File: config.mk
export PLATFORM = sky130hd
export DESIGN_NAME = imem_loader
export DESIGN_NICKNAME = d
export VERILOG_FILES = /design/src/rtl/imem_loader.sv
export SDC_FILE = /design/constraint.sdc
export NUM_CORES = 1
export LEC_CHECK = 0
export ABC_AREA = 1
export ABC_CLOCK_PERIOD_IN_PS = 1700
export CORE_MARGIN = 1
export CORE_UTILIZATION = 40
export CTS_BUF_LIST = sky130_fd_sc_hd__clkbuf_2
export CTS_CLUSTER_SIZE = 30
export DETAILED_ROUTE_END_ITERATION = 8
export GPL_TIMING_DRIVEN = 0
export PLACE_DENSITY_LB_ADDON = 0.2
export SKIP_CTS_REPAIR_TIMING = 1
export SLEW_MARGIN = 20
export SYNTH_ARGS = -nofsm -noshare
export SYNTH_HDL_FRONTEND = slang
export SYNTH_SLANG_ARGS = --single-unit
File: constraint.sdc
create_clock -name clk -period 1.7 [get_ports clk]
set_input_delay 0.255 -clock clk [delete_from_list [all_inputs] [get_ports clk]]
set_output_delay 0.255 -clock clk [all_outputs]
set_load 0.01 [all_outputs]
File: src/rtl/imem_loader.sv
// Boot-time instruction-memory loader: receives COUNT, COUNT big-endian words and an XOR
// checksum over a byte handshake, writes words from address 0 and releases CpuHold on success.
module imem_loader #(
    parameter int unsigned IM = 5,
    parameter int unsigned N  = 32
) (
    input  logic          clk,
    input  logic          Reset,
    input  logic [7:0]    ByteIn,
    input  logic          ByteValid,
    output logic          ByteReady,
    output logic          WrEn,
    output logic [IM-1:0] WrAddr,
    output logic [N-1:0]  WrData,
    output logic          CpuHold,
    output logic          Done,
    output logic          Error
);

    localparam int unsigned CW    = IM + 1;
    localparam int unsigned DEPTH = 2 ** IM;

    typedef enum logic [2:0] {
        S_IDLE  = 3'd0,
        S_LOAD  = 3'd1,
        S_CHECK = 3'd2,
        S_DONE  = 3'd3,
        S_ERR   = 3'd4
    } state_t;

    state_t        r_state;
    logic [CW-1:0] r_count;
    logic [CW-1:0] r_wcnt;
    logic [1:0]    r_bidx;
    logic [23:0]   r_asm;
    logic [7:0]    r_acc;
    logic          r_ready;
    logic          r_wren;
    logic [IM-1:0] r_wraddr;
    logic [N-1:0]  r_wrdata;
    logic          r_hold;
    logic          r_done;
    logic          r_err;

    logic          w_xfer;
    logic          w_bad_count;
    logic          w_last_word;

    assign w_xfer      = ByteValid & r_ready;
    assign w_bad_count = (ByteIn == 8'd0) || (32'(ByteIn) > DEPTH);
    assign w_last_word = (r_wcnt == (r_count - CW'(1)));

    // Single-process FSM; every output is a register.
    always_ff @(posedge clk) begin
        if (Reset) begin
            r_state  <= S_IDLE;
            r_count  <= '0;
            r_wcnt   <= '0;
            r_bidx   <= '0;
            r_asm    <= '0;
            r_acc    <= '0;
            r_ready  <= 1'b1;
            r_wren   <= 1'b0;
            r_wraddr <= '0;
            r_wrdata <= '0;
            r_hold   <= 1'b1;
            r_done   <= 1'b0;
            r_err    <= 1'b0;
        end else begin
            r_wren <= 1'b0;
            case (r_state)
                S_IDLE: begin
                    if (w_xfer) begin
                        if (w_bad_count) begin
                            r_state <= S_ERR;
                            r_ready <= 1'b0;
                            r_err   <= 1'b1;
                        end else begin
                            r_state <= S_LOAD;
                            r_count <= CW'(ByteIn);
                            r_wcnt  <= '0;
                            r_bidx  <= '0;
                            r_acc   <= '0;
                        end
                    end
                end
                S_LOAD: begin
                    if (w_xfer) begin
                        r_asm <= {r_asm[15:0], ByteIn};
                        r_acc <= r_acc ^ ByteIn;
                        if (r_bidx == 2'd3) begin
                            r_wrdata <= N'({r_asm, ByteIn});
                            r_wraddr <= r_wcnt[IM-1:0];
                            r_wren   <= 1'b1;
                            r_wcnt   <= r_wcnt + CW'(1);
                            r_bidx   <= '0;
                            if (w_last_word) begin
                                r_state <= S_CHECK;
                            end
                        end else begin
                            r_bidx <= r_bidx + 2'd1;
                        end
                    end
                end
                S_CHECK: begin
                    if (w_xfer) begin
                        r_ready <= 1'b0;
                        if (ByteIn == r_acc) begin
                            r_state <= S_DONE;
                            r_done  <= 1'b1;
                            r_hold  <= 1'b0;
                        end else begin
                            r_state <= S_ERR;
                            r_err   <= 1'b1;
                        end
                    end
                end
                S_DONE: begin
                    r_state <= S_DONE;
                end
                S_ERR: begin
                    r_state <= S_ERR;
                end
                default: begin
                    r_state <= S_ERR;
                    r_ready <= 1'b0;
                    r_err   <= 1'b1;
                end
            endcase
        end
    end

    assign ByteReady = r_ready;
    assign WrEn      = r_wren;
    assign WrAddr    = r_wraddr;
    assign WrData    = r_wrdata;
    assign CpuHold   = r_hold;
    assign Done      = r_done;
    assign Error     = r_err;

endmodule

# After elaboration in Yosys (flattened, before gate mapping)
# Index checks and enable logic that the tools add are counted.
# op_classes
add_sub_neg,3
magnitude_cmp,1
eq_ne,15
mux,32
bitwise_logic,6
n_reduce_logical,15
# ops
cell,count
6-bit 2-to-1 mux,4
8-bit 2-to-1 mux,3
3-bit 2-to-1 mux,7
"2-bit != test, second input constant",8
8-bit case mux with 2 select lines,1
5-bit AND reduction,3
3-bit case mux with 4 select lines,1
6-bit case mux with 2 select lines,1
3-bit AND reduction,3
8-bit == test,1
"8-bit by 6-bit > comparator with 1-bit output, second input constant",1
8-bit logical NOT,1
1-bit 2-to-1 mux,8
2-bit 2-to-1 mux,4
4-bit AND reduction,2
8-bit XOR,1
"6-bit by 1-bit adder with 6-bit output, second input constant",1
"3-bit by 2-bit == test with 1-bit output, second input constant",2
6-bit == test,1
1-bit case mux with 3 select lines,2
3-bit OR reduction,2
"6-bit by 1-bit subtractor with 6-bit output, second input constant",1
1-bit inverter,4
2-bit case mux with 2 select lines,1
9 further kinds,9
# totals
reg_bits,91
inputBits,11
output_inout_bits,42
wordCells,85

# Longest topological paths before layout
# Gate-level depths: netlist of run 1.
# depth
depth_word,6
mapped_depth,12
mapped_depth_nobuf,12

# Worst setup path after synthesis of run 1
# No wires, ideal clock.
# synth_path
path_kind,reg-to-reg
startpoint,register r_count[0]
endpoint,register r_state[0]
setup_ns,0.115
arrival_ns,1.424
required_time_ns,1.585
slack_ns,0.160
path_stages_with_launch,12
path_buffers,0
synth_period_minus_slack_ns,1.540
path_cell_list,dfxtp_1 -> inv_1 -> ha_1 -> or2_2 -> nand2_1 -> nand2_1 -> nand2_1 -> nand4_1 -> nand2_1 -> nand2_1 -> o21ai_0 -> inv_1
# synth_between
elab_chain_len,4
# synth_lines
item,line,text
"start, declared",32,logic [CW-1:0] r_count;
"start signal, assigned",80,r_count <= CW'(ByteIn);
6-bit by 1-bit subtractor with 6-bit output,51,assign w_last_word = (r_wcnt == (r_count - CW'(1)));
6-bit == test,51,
2-bit != test (no source line),--,
5-bit AND reduction (no source line),--,
"end signal, assigned",56,r_state <= S_IDLE;
"end signal, assigned",75,r_state <= S_ERR;
"end signal, assigned",79,r_state <= S_LOAD;
"end, declared",31,state_t r_state;
# No other way between the ends.
# A chain may end at the register's enable or synchronous reset.

# Final worst setup path of run 1
# Same ends and word-level chain as after synthesis.

==> flow_metrics.tcl, run 1 <==
set metrics [dict create \
    finalHoldViolations 0 \
    yosys.cell_count.top_type "dfxtp_1" \
    cts.sinks 91 \
    pin_count 53 \
    coreArea_um2 8890 \
    worst_pin_slew_ps 571 \
    num-fill-cells 851 \
    period_needed_ps 1640 \
    row_count 34 \
    avgSynthCellArea_um2 7.78 \
    outcome "finished clean" \
    critPathArrivalTime_ps 2090 \
    synth_seq_cells 91 \
    slew_viol_final 0 \
    grt_antenna_before_repair 0 \
    path_clk_slew_ps 240 \
    crit_path_start "r_count[0]$_SDFFE_PP0P_" \
    gp_congestion 0.832 \
    synth_top_cell_by_area "dfxtp_1" \
    fp.dieH_um 98.8 \
    cp_max_fo 4 \
    drc 0 \
    finalSetupViolations 0 \
    dr.pass1.iters 5 \
    hpwl_um 6890 \
    max_slew_margin_pct 62.0 \
    rsz0062_at_grt "true" \
    grt_pass1_wl_um 15300 \
    dpl_cell_area_um2 4390 \
    wl_per_cell_um 14.4 \
    grt_max_degree 17 \
    synth_top_area_share_pct 48.6 \
    crit_required_ps 2150 \
    dieWidth_um 98.8 \
    cts_tree "done" \
    synthCells 482 \
    synth_top_cells_by_area "dfxtp_1, a21oi_1, o21ai_0" \
    power.leakage_nw 2.57 \
    vias 3424 \
    clockBufferDepth 2 \
    nets 572 \
    track_usage_pct 20.1 \
    avgViaCountPerCell 5.10 \
    min_path_cells 2 \
    hold_path_startpoint "CpuHold$_SDFFE_PP1P_" \
    grt_pass1_vias 3196 \
    drt_iter0_drc 163 \
    endpoint_kind "register" \
    cts_max_level 3 \
    reg2reg_from "r_count[0]$_SDFFE_PP0P_" \
    antenna_left 0 \
    power.density_nw_per_um2 967 \
    synth.cells.most_frequent "dfxtp_1, nand2_1, nor2_1" \
    start_util_pct 42.2 \
    routed_wl_um 9650 \
    cts_root_buffer "clkbuf_2" \
    clock_skew_ps 29.4 \
    ys_seq_area_share_pct 48.6 \
    fmax_mhz 609 \
    n_antenna_cell 0 \
    maxCapViolCount 0 \
    syn2layout_area_growth_pct 29.1 \
    yosys_warnings 0 \
    syn-cell-area_um2 3750 \
    synth_flop_cell "dfxtp_1" \
    drive_gt1_share_pct 22.7 \
    hold_class "reg2reg" \
    portBuffers 51 \
    period_share_pct 96.6 \
    async_flop_share_pct 0 \
    cts_buffers 9 \
    synth_fp_nets 496 \
    fin_util_pct 54.4 \
    critPathLaunchType "register" \
    fin_area_um2 4840 \
    ys_types 35 \
    worstSetupPathType "reg2reg" \
    reg2reg_depth 11 \
    gr-total-overflow 0 \
    ir_worst_vdd_mv 0.681 \
    synth_edf_count 0 \
    die-area_um2 9760 \
    clock_latency_ps 530 \
]
[sequential cells by signal, indices dropped and copies added (netlist names)]
| name | count |
|---|---|
| ByteReady | 1 |
| CpuHold | 1 |
| Done | 1 |
| Error | 1 |
| WrAddr | 5 |
| WrData | 32 |
| WrEn | 1 |
| r_acc | 8 |
| r_asm | 24 |
| r_bidx | 2 |
| r_count | 6 |
| r_state | 3 |
| r_wcnt | 6 |
[area by class of cell]
type	count	area (µm²)	area share, %
timing repair buffer	65	723	14.9
clock buffer	9	45.0	0.930
buffer	23	131	2.71
multi-input combinational	324	1700	35.2
sequential	91	1880	38.9
tap	108	135	2.79
inverter	44	168	3.46
clock inverter	7	52.6	1.09
[cells by family (layout without fill, tap and decap cells)]
| family | count (synthesis) | in the layout | synth area share, % |
|---|---|---|---|
| AOI/OAI and AO/OA | 134 | 134 | 19.1 |
| DFF | 91 | 91 | 48.6 |
| adders and majority gates | 3 | 3 | 1.00 |
| buffers and inverters | 67 | 148 | 7.74 |
| xor gates and xnor gates | 9 | 9 | 2.10 |
| and+or+nand+nor | 178 | 178 | 21.4 |
[layout by cell type (no fill, tap or decap), types with 6 or more instances in the layout]
cell / instances
nand3_1: 16
clkdlybuf4s50_1: 9
inv_2: 6
xnor2_1: 6
dfxtp_1: 43
nor2_1: 65
buf_4: 16
nand4_1: 7
a21oi_1: 61
nand2_2: 6
clkbuf_2: 11
o21ai_0: 60
dlymetal6s2s_1: 42
nand2_1: 63
dfxtp_2: 47
clkbuf_1: 10
inv_1: 36
[layer usage]
layer	track usage [%]	wire [µm]
met2	32.7	4660
met4	5.86	89
met3	4.68	445
met1	26.7	4460
met5	0	0
[power breakdown]
part	switching, mW	internal (mW)
Clock	0.751	0.202
Combinational	0.789	0.477
Sequential	0.120	2.34
[through the flow]
| step | setup TNS [ps] | power [mW] | hold slack [ps] | cells | setup slack (ps) |
|---|---|---|---|---|---|
| global placement | -21150 | 3.54 | 440 | 641 | -369 |
| CTS | -4760 | 4.53 | 8.75 | 657 | -143 |
| global route | -149 | 4.99 | 404 | 671 | -61.4 |
| floorplan | 0 | 3.26 | 402 | 482 | 160 |
| detailed placement | -22140 | 3.58 | 438 | 641 | -391 |
| finish | 0 | 4.68 | 462 | 671 | 58.4 |
[worst max-delay path: stages, from the launching register on]
cell and delay, ps:
dfxtp_2 410, inv_4 50, ha_4 160, or2_4 250, nand2_2 50, nand2_1 40, nand2_1 60, nand4_1 150
nand2_2 130, nand2_2 80, o21ai_2 150, inv_1 50
[path summary, 6_finish.rpt]
path / slack (ps) / to
worst max-delay path: 60 / r_state[0]$_SDFFE_PP0P_
worst min-delay path: 460 / CpuHold$_SDFFE_PP1P_
worst min register to register: 460 / CpuHold$_SDFFE_PP1P_
worst max register to register: 60 / r_state[0]$_SDFFE_PP0P_
Note: power is estimated with default switching activity, not from simulation.
==> inputs of run 2 (changes only) <==
Settings changed: CORE_UTILIZATION 40 to 45.
==> run 2 against run 1 <==
- power grew 5.4%
- clock skew shrank 2.4 ps
- die area shrank 11%
- register-to-register slack is essentially flat
- via count shrank 0.64%
- routed wire length shrank 3.2%
- global-route usage grew 1.8 points
- highest routed layer unchanged
- sequential share of layout area shrank 0.12 points
- critical endpoint unchanged
- fmax shrank 0.72%
- final area grew 0.23%
==> flow_metrics.tcl, run 2 (synthesis gave the netlist of run 1 again) <==
set metrics [dict create \
    reg2reg_depth 12 \
    worst_r2r_endpoint "r_state[0]$_SDFFE_PP0P_" \
    endpoint_kind "register" \
    power.density_nw_per_um2 1020 \
    timing.final.ws_setup_ps 46.5 \
    pre_cts_ws_ps -410 \
    antenna_left 0 \
    hold_path_end "r_count[4]$_SDFFE_PP0P_" \
    n_antenna_cell 0 \
    track_usage_pct 22.0 \
    start_util_pct 47.5 \
    num-fill-cells 739 \
    layout_common_cells "nor2_1, nand2_1, a21oi_1, o21ai_0, dfxtp_2" \
    drive_gt1_share_pct 21.5 \
    critPathArrivalTime_ps 2140 \
    wl_per_cell_um 14.2 \
    critPathLaunchType "register" \
    hpwl_um 6590 \
    ir_worst_vdd_mv 0.506 \
    clock_skew_ps 26.9 \
    nets 566 \
    finalSetupViolations 0 \
    reg2reg_from "r_count[1]$_SDFFE_PP0P_" \
    grt_pass1_wl_um 14700 \
    vias 3402 \
    fin_util_pct 61.5 \
    setup_tns_ps 0 \
    grt_pass1_vias 3084 \
    avgViaCountPerCell 5.16 \
    power.leakage_nw 2.56 \
    path_clk_slew_ps 250 \
    crit_required_ps 2190 \
    grt_max_degree 17 \
    dieWidth_um 93.3 \
    drc 0 \
    finalHoldViolations 0 \
    coreArea_um2 7890 \
    slew_viol_final 0 \
    worstSetupPathType "reg2reg" \
    drt_iter0_drc 207 \
    largest_reg_flops 32 \
    portBuffers 51 \
    outcome "finished clean" \
    hold_ws_ps 428 \
    syn2layout_area_growth_pct 29.4 \
    grt_antenna_before_repair 0 \
    pin_count 53 \
    gr-total-overflow 0 \
    clockBufferDepth 2 \
    min_path_cells 3 \
    fp.dieH_um 93.3 \
    fin_area_um2 4850 \
    period_share_pct 97.3 \
    gp_congestion 0.807 \
    clock_latency_ps 540 \
    cts_max_level 3 \
    r2r_setup_slack_ps 50 \
    hold_class "in2reg" \
    cts_root_buffer "clkbuf_2" \
    fin_cells 659 \
    hold_path_startpoint "ByteIn[4]" \
    rsz0062_at_grt "true" \
    row_count 32 \
    fin_total_pwr_mw 4.93 \
    dr.pass1.iters 6 \
    worst_pin_slew_ps 553 \
    maxCapViolCount 0 \
    cts_tree "done" \
    dpl_cell_area_um2 4390 \
    max_slew_margin_pct 63.1 \
    cts.sinks 91 \
    routed_wl_um 9340 \
    cts_buffers 9 \
    post-place-cells 635 \
    cp_max_fo 2 \
    fmax_mhz 605 \
    die-area_um2 8700 \
    period_needed_ps 1650 \
]
run 2: cell types whose count changed in the layout (fill, tap and decap cells not counted), moves of 2 or more:
cell       previous run  this run
buf_2                 4         2
buf_4                16         9
buf_6                 2         4
bufinv_16             0         2
clkinv_2              2         0
clkinv_4              3         1
run 2: how the worst max path moves through the flow:
stage / start / to / slack (ps) / cells after the start
finish: r_count[1]$_SDFFE_PP0P_ / r_state[0]$_SDFFE_PP0P_ / 50 / 12
global route: r_count[1]$_SDFFE_PP0P_ / r_state[0]$_SDFFE_PP0P_ / -130 / 12
CTS: r_bidx[0]$_SDFFE_PP0P_ / WrAddr[4]$_SDFFE_PP0P_ / -190 / 9
detailed placement: ByteIn[2] / r_acc[6]$_SDFFE_PP0P_ / -410 / 9
global placement: ByteIn[2] / r_acc[3]$_SDFFE_PP0P_ / -360 / 9
floorplan: r_count[0]$_SDFFE_PP0P_ / r_state[0]$_SDFFE_PP0P_ / 160 / 11
run 2: worst max-delay path: stages (launching register included):
cell     delay, ps
dfxtp_2        370
inv_1          120
ha_4           220
nand2_2         60
inv_2           30
nor2_2          80
nand3_1         80
nor2_1         110
nand4_1        140
nand2_2        130
nand2_2         70
o21ai_2        150
inv_1           50
run 2: area by class of cell:
type                            instances  area, µm²  area share (%)
Sequential cell                        91       1880            38.8
Multi-Input combinational cell        324       1700            35.0
Timing Repair Buffer                   59        678            14.0
Inverter                               44        168            3.46
Buffer                                 23        151            3.12
Tap cell                              102        128            2.63
Clock inverter                          6       96.3            1.99
Clock buffer                           10       50.0            1.03
run 2: where the power goes:
group | total, mW | switching [mW] | leakage (nW) | internal, mW
registers | 2.46 | 0.121 | 0.758 | 2.34
clock network | 1.27 | 0.755 | 0.0846 | 0.511
logic | 1.21 | 0.765 | 1.72 | 0.444
run 2: routing by layer:
metal / track usage, % / share of wire [%] / up-vias
met4: 5.38 / 0.90 / 0
li1: - / - / 1726
met1: 28.3 / 47 / 1571
met3: 5.12 / 4.9 / 13
met5: 0 / 0 / -
met2: 37.0 / 47 / 92
==> inputs of run 3 (changes only) <==
Settings changed: GPL_TIMING_DRIVEN 0 to default.
==> run 3 against run 2 <==
- cell count rose by 0.76%
- count of clock-buffer cells in the layout fell by 1
- die area did not move
- setup slack improved by 9.2 ps
- critical endpoint unchanged
- sequential share of layout area fell by 0.82 points
- register-to-register slack barely moved
- combinational power rose by 7%
- global-route usage fell by 1.5 points
==> flow_metrics.tcl, run 3 (synthesis gave the netlist of run 1 again) <==
set metrics [dict create \
    drt_iter0_drc 168 \
    worstSetupPathType "reg2reg" \
    endpoint_kind "register" \
    grt_pass1_wl_um 14000 \
    gr-total-overflow 0 \
    wl_per_cell_um 13.3 \
    cpMaxStageDelayCell "dfxtp_2" \
    num-fill-cells 688 \
    outcome "finished clean" \
    path_cells "inv_2 > ha_4 > nand2_1 > inv_1 > nor2_1 > nand3_1 > nor2_1 > nand4_1 > nand2_2 > nand2_2 > o21ai_2 > inv_1" \
    die-area_um2 8700 \
    antenna_left 0 \
    layout_common_cells "nor2_1, nand2_1, a21oi_1, o21ai_0, dfxtp_1" \
    fp.dieH_um 93.3 \
    grt_antenna_before_repair 0 \
    met1_usage_pct 27.4 \
    maxCapViolCount 0 \
    clock_latency_ps 560 \
    period_share_pct 96.7 \
    drive_gt1_share_pct 23.3 \
    coreArea_um2 7890 \
    cts_buffers 9 \
    worst_pin_slew_ps 326 \
    hold_class "in2reg" \
    largest_reg_flops 32 \
    clock_skew_ps 39.0 \
    hpwl_um 6000 \
    fin_cells 664 \
    gp_congestion 0.875 \
    power.leakage_nw 2.64 \
    post-place-cells 644 \
    cp_max_fo 2 \
    track_usage_pct 20.4 \
    ir_worst_vdd_mv 0.431 \
    period_needed_ps 1640 \
    cts_root_buffer "clkbuf_2" \
    crit_required_ps 2180 \
    dr.pass1.iters 4 \
    dieWidth_um 93.3 \
    slowest_delay_ps 410 \
    syn2layout_area_growth_pct 31.8 \
    finalHoldViolations 0 \
    setup_tns_ps 0 \
    clockBufferDepth 2 \
    n_antenna_cell 0 \
    crit_buf_inv 3 \
    crit_family "simple AND/OR/NAND/NOR gates" \
    slew_viol_final 0 \
    grt_use_met2_pct 32.1 \
    power.density_nw_per_um2 979 \
    nets 571 \
    pin_count 53 \
    grt_pass1_vias 3040 \
    fmax_mhz 608 \
    routed_wl_um 8830 \
    path_clk_slew_ps 280 \
    avgViaCountPerCell 5.16 \
    met3_usage_pct 4.07 \
    row_count 32 \
    portBuffers 52 \
    cts_max_level 3 \
    critPathArrivalTime_ps 2130 \
    vias 3429 \
    top_usage_layer "met2" \
    max_slew_margin_pct 78.3 \
    critPathLaunchType "register" \
    rsz0062_at_grt "true" \
    cts_tree "done" \
    cts.sinks 91 \
    grt_max_degree 65 \
    start_util_pct 47.5 \
    drc 0 \
    finalSetupViolations 0 \
]
[run 3: power breakdown]
group | switching [mW] | total [mW] | internal [mW] | leakage (nW)
Clock | 0.826 | 1.08 | 0.253 | 0.0760
Sequential | 0.118 | 2.45 | 2.33 | 0.756
Combinational | 0.775 | 1.30 | 0.530 | 1.80
Total | 1.72 | 4.84 | 3.12 | 2.64
[run 3: worst register-to-register path, stage by stage (launching register included)]
cell and delay (ps):
dfxtp_2 410, inv_2 50, ha_4 230, nand2_1 60, inv_1 40, nor2_1 90
nand3_1 80, nor2_1 100, nand4_1 150, nand2_2 140, nand2_2 80, o21ai_2 130
inv_1 40
[run 3: area by class of cell]
cell class	instances	area (µm²)	area share, %
clock inverter	7	81.3	1.65
inverter	44	165	3.34
clock buffer	9	45.0	0.912
sequential	91	1880	38.0
tap	102	128	2.58
multi-input combinational	324	1690	34.1
timing repair buffer	87	960	19.4
[run 3: final timing paths]
path                      startpoint                      end  slack (ps)  cells after the start
max          r_count[0]$_SDFFE_PP0P_  r_state[0]$_SDFFE_PP0P_          60                     12
min                        ByteIn[5]    r_asm[5]$_SDFFE_PP0P_         390                      4
max reg2reg  r_count[0]$_SDFFE_PP0P_  r_state[0]$_SDFFE_PP0P_          60                     12
min reg2reg     CpuHold$_SDFFE_PP1P_     CpuHold$_SDFFE_PP1P_         470                      2
[run 3: through the flow]
stage	util [%]	cell area [µm²]	hold slack (ps)	worst slack (ps)	power [mW]
floorplan	-	3750	402	160	3.26
global placement	57.7	4550	438	-162	3.69
detailed placement	57.7	4550	446	-244	3.72
CTS	59.3	4680	354	-121	4.80
global route	62.6	4940	373	-52.0	5.13
finish	62.6	4940	385	55.7	4.84
[run 3: layer usage]
layer  part of all wire, %  up-vias
met2                    47       92
met5                     0        -
li1                      -     1737
met1                    46     1590
met4                  0.97        0
met3                   6.0       10
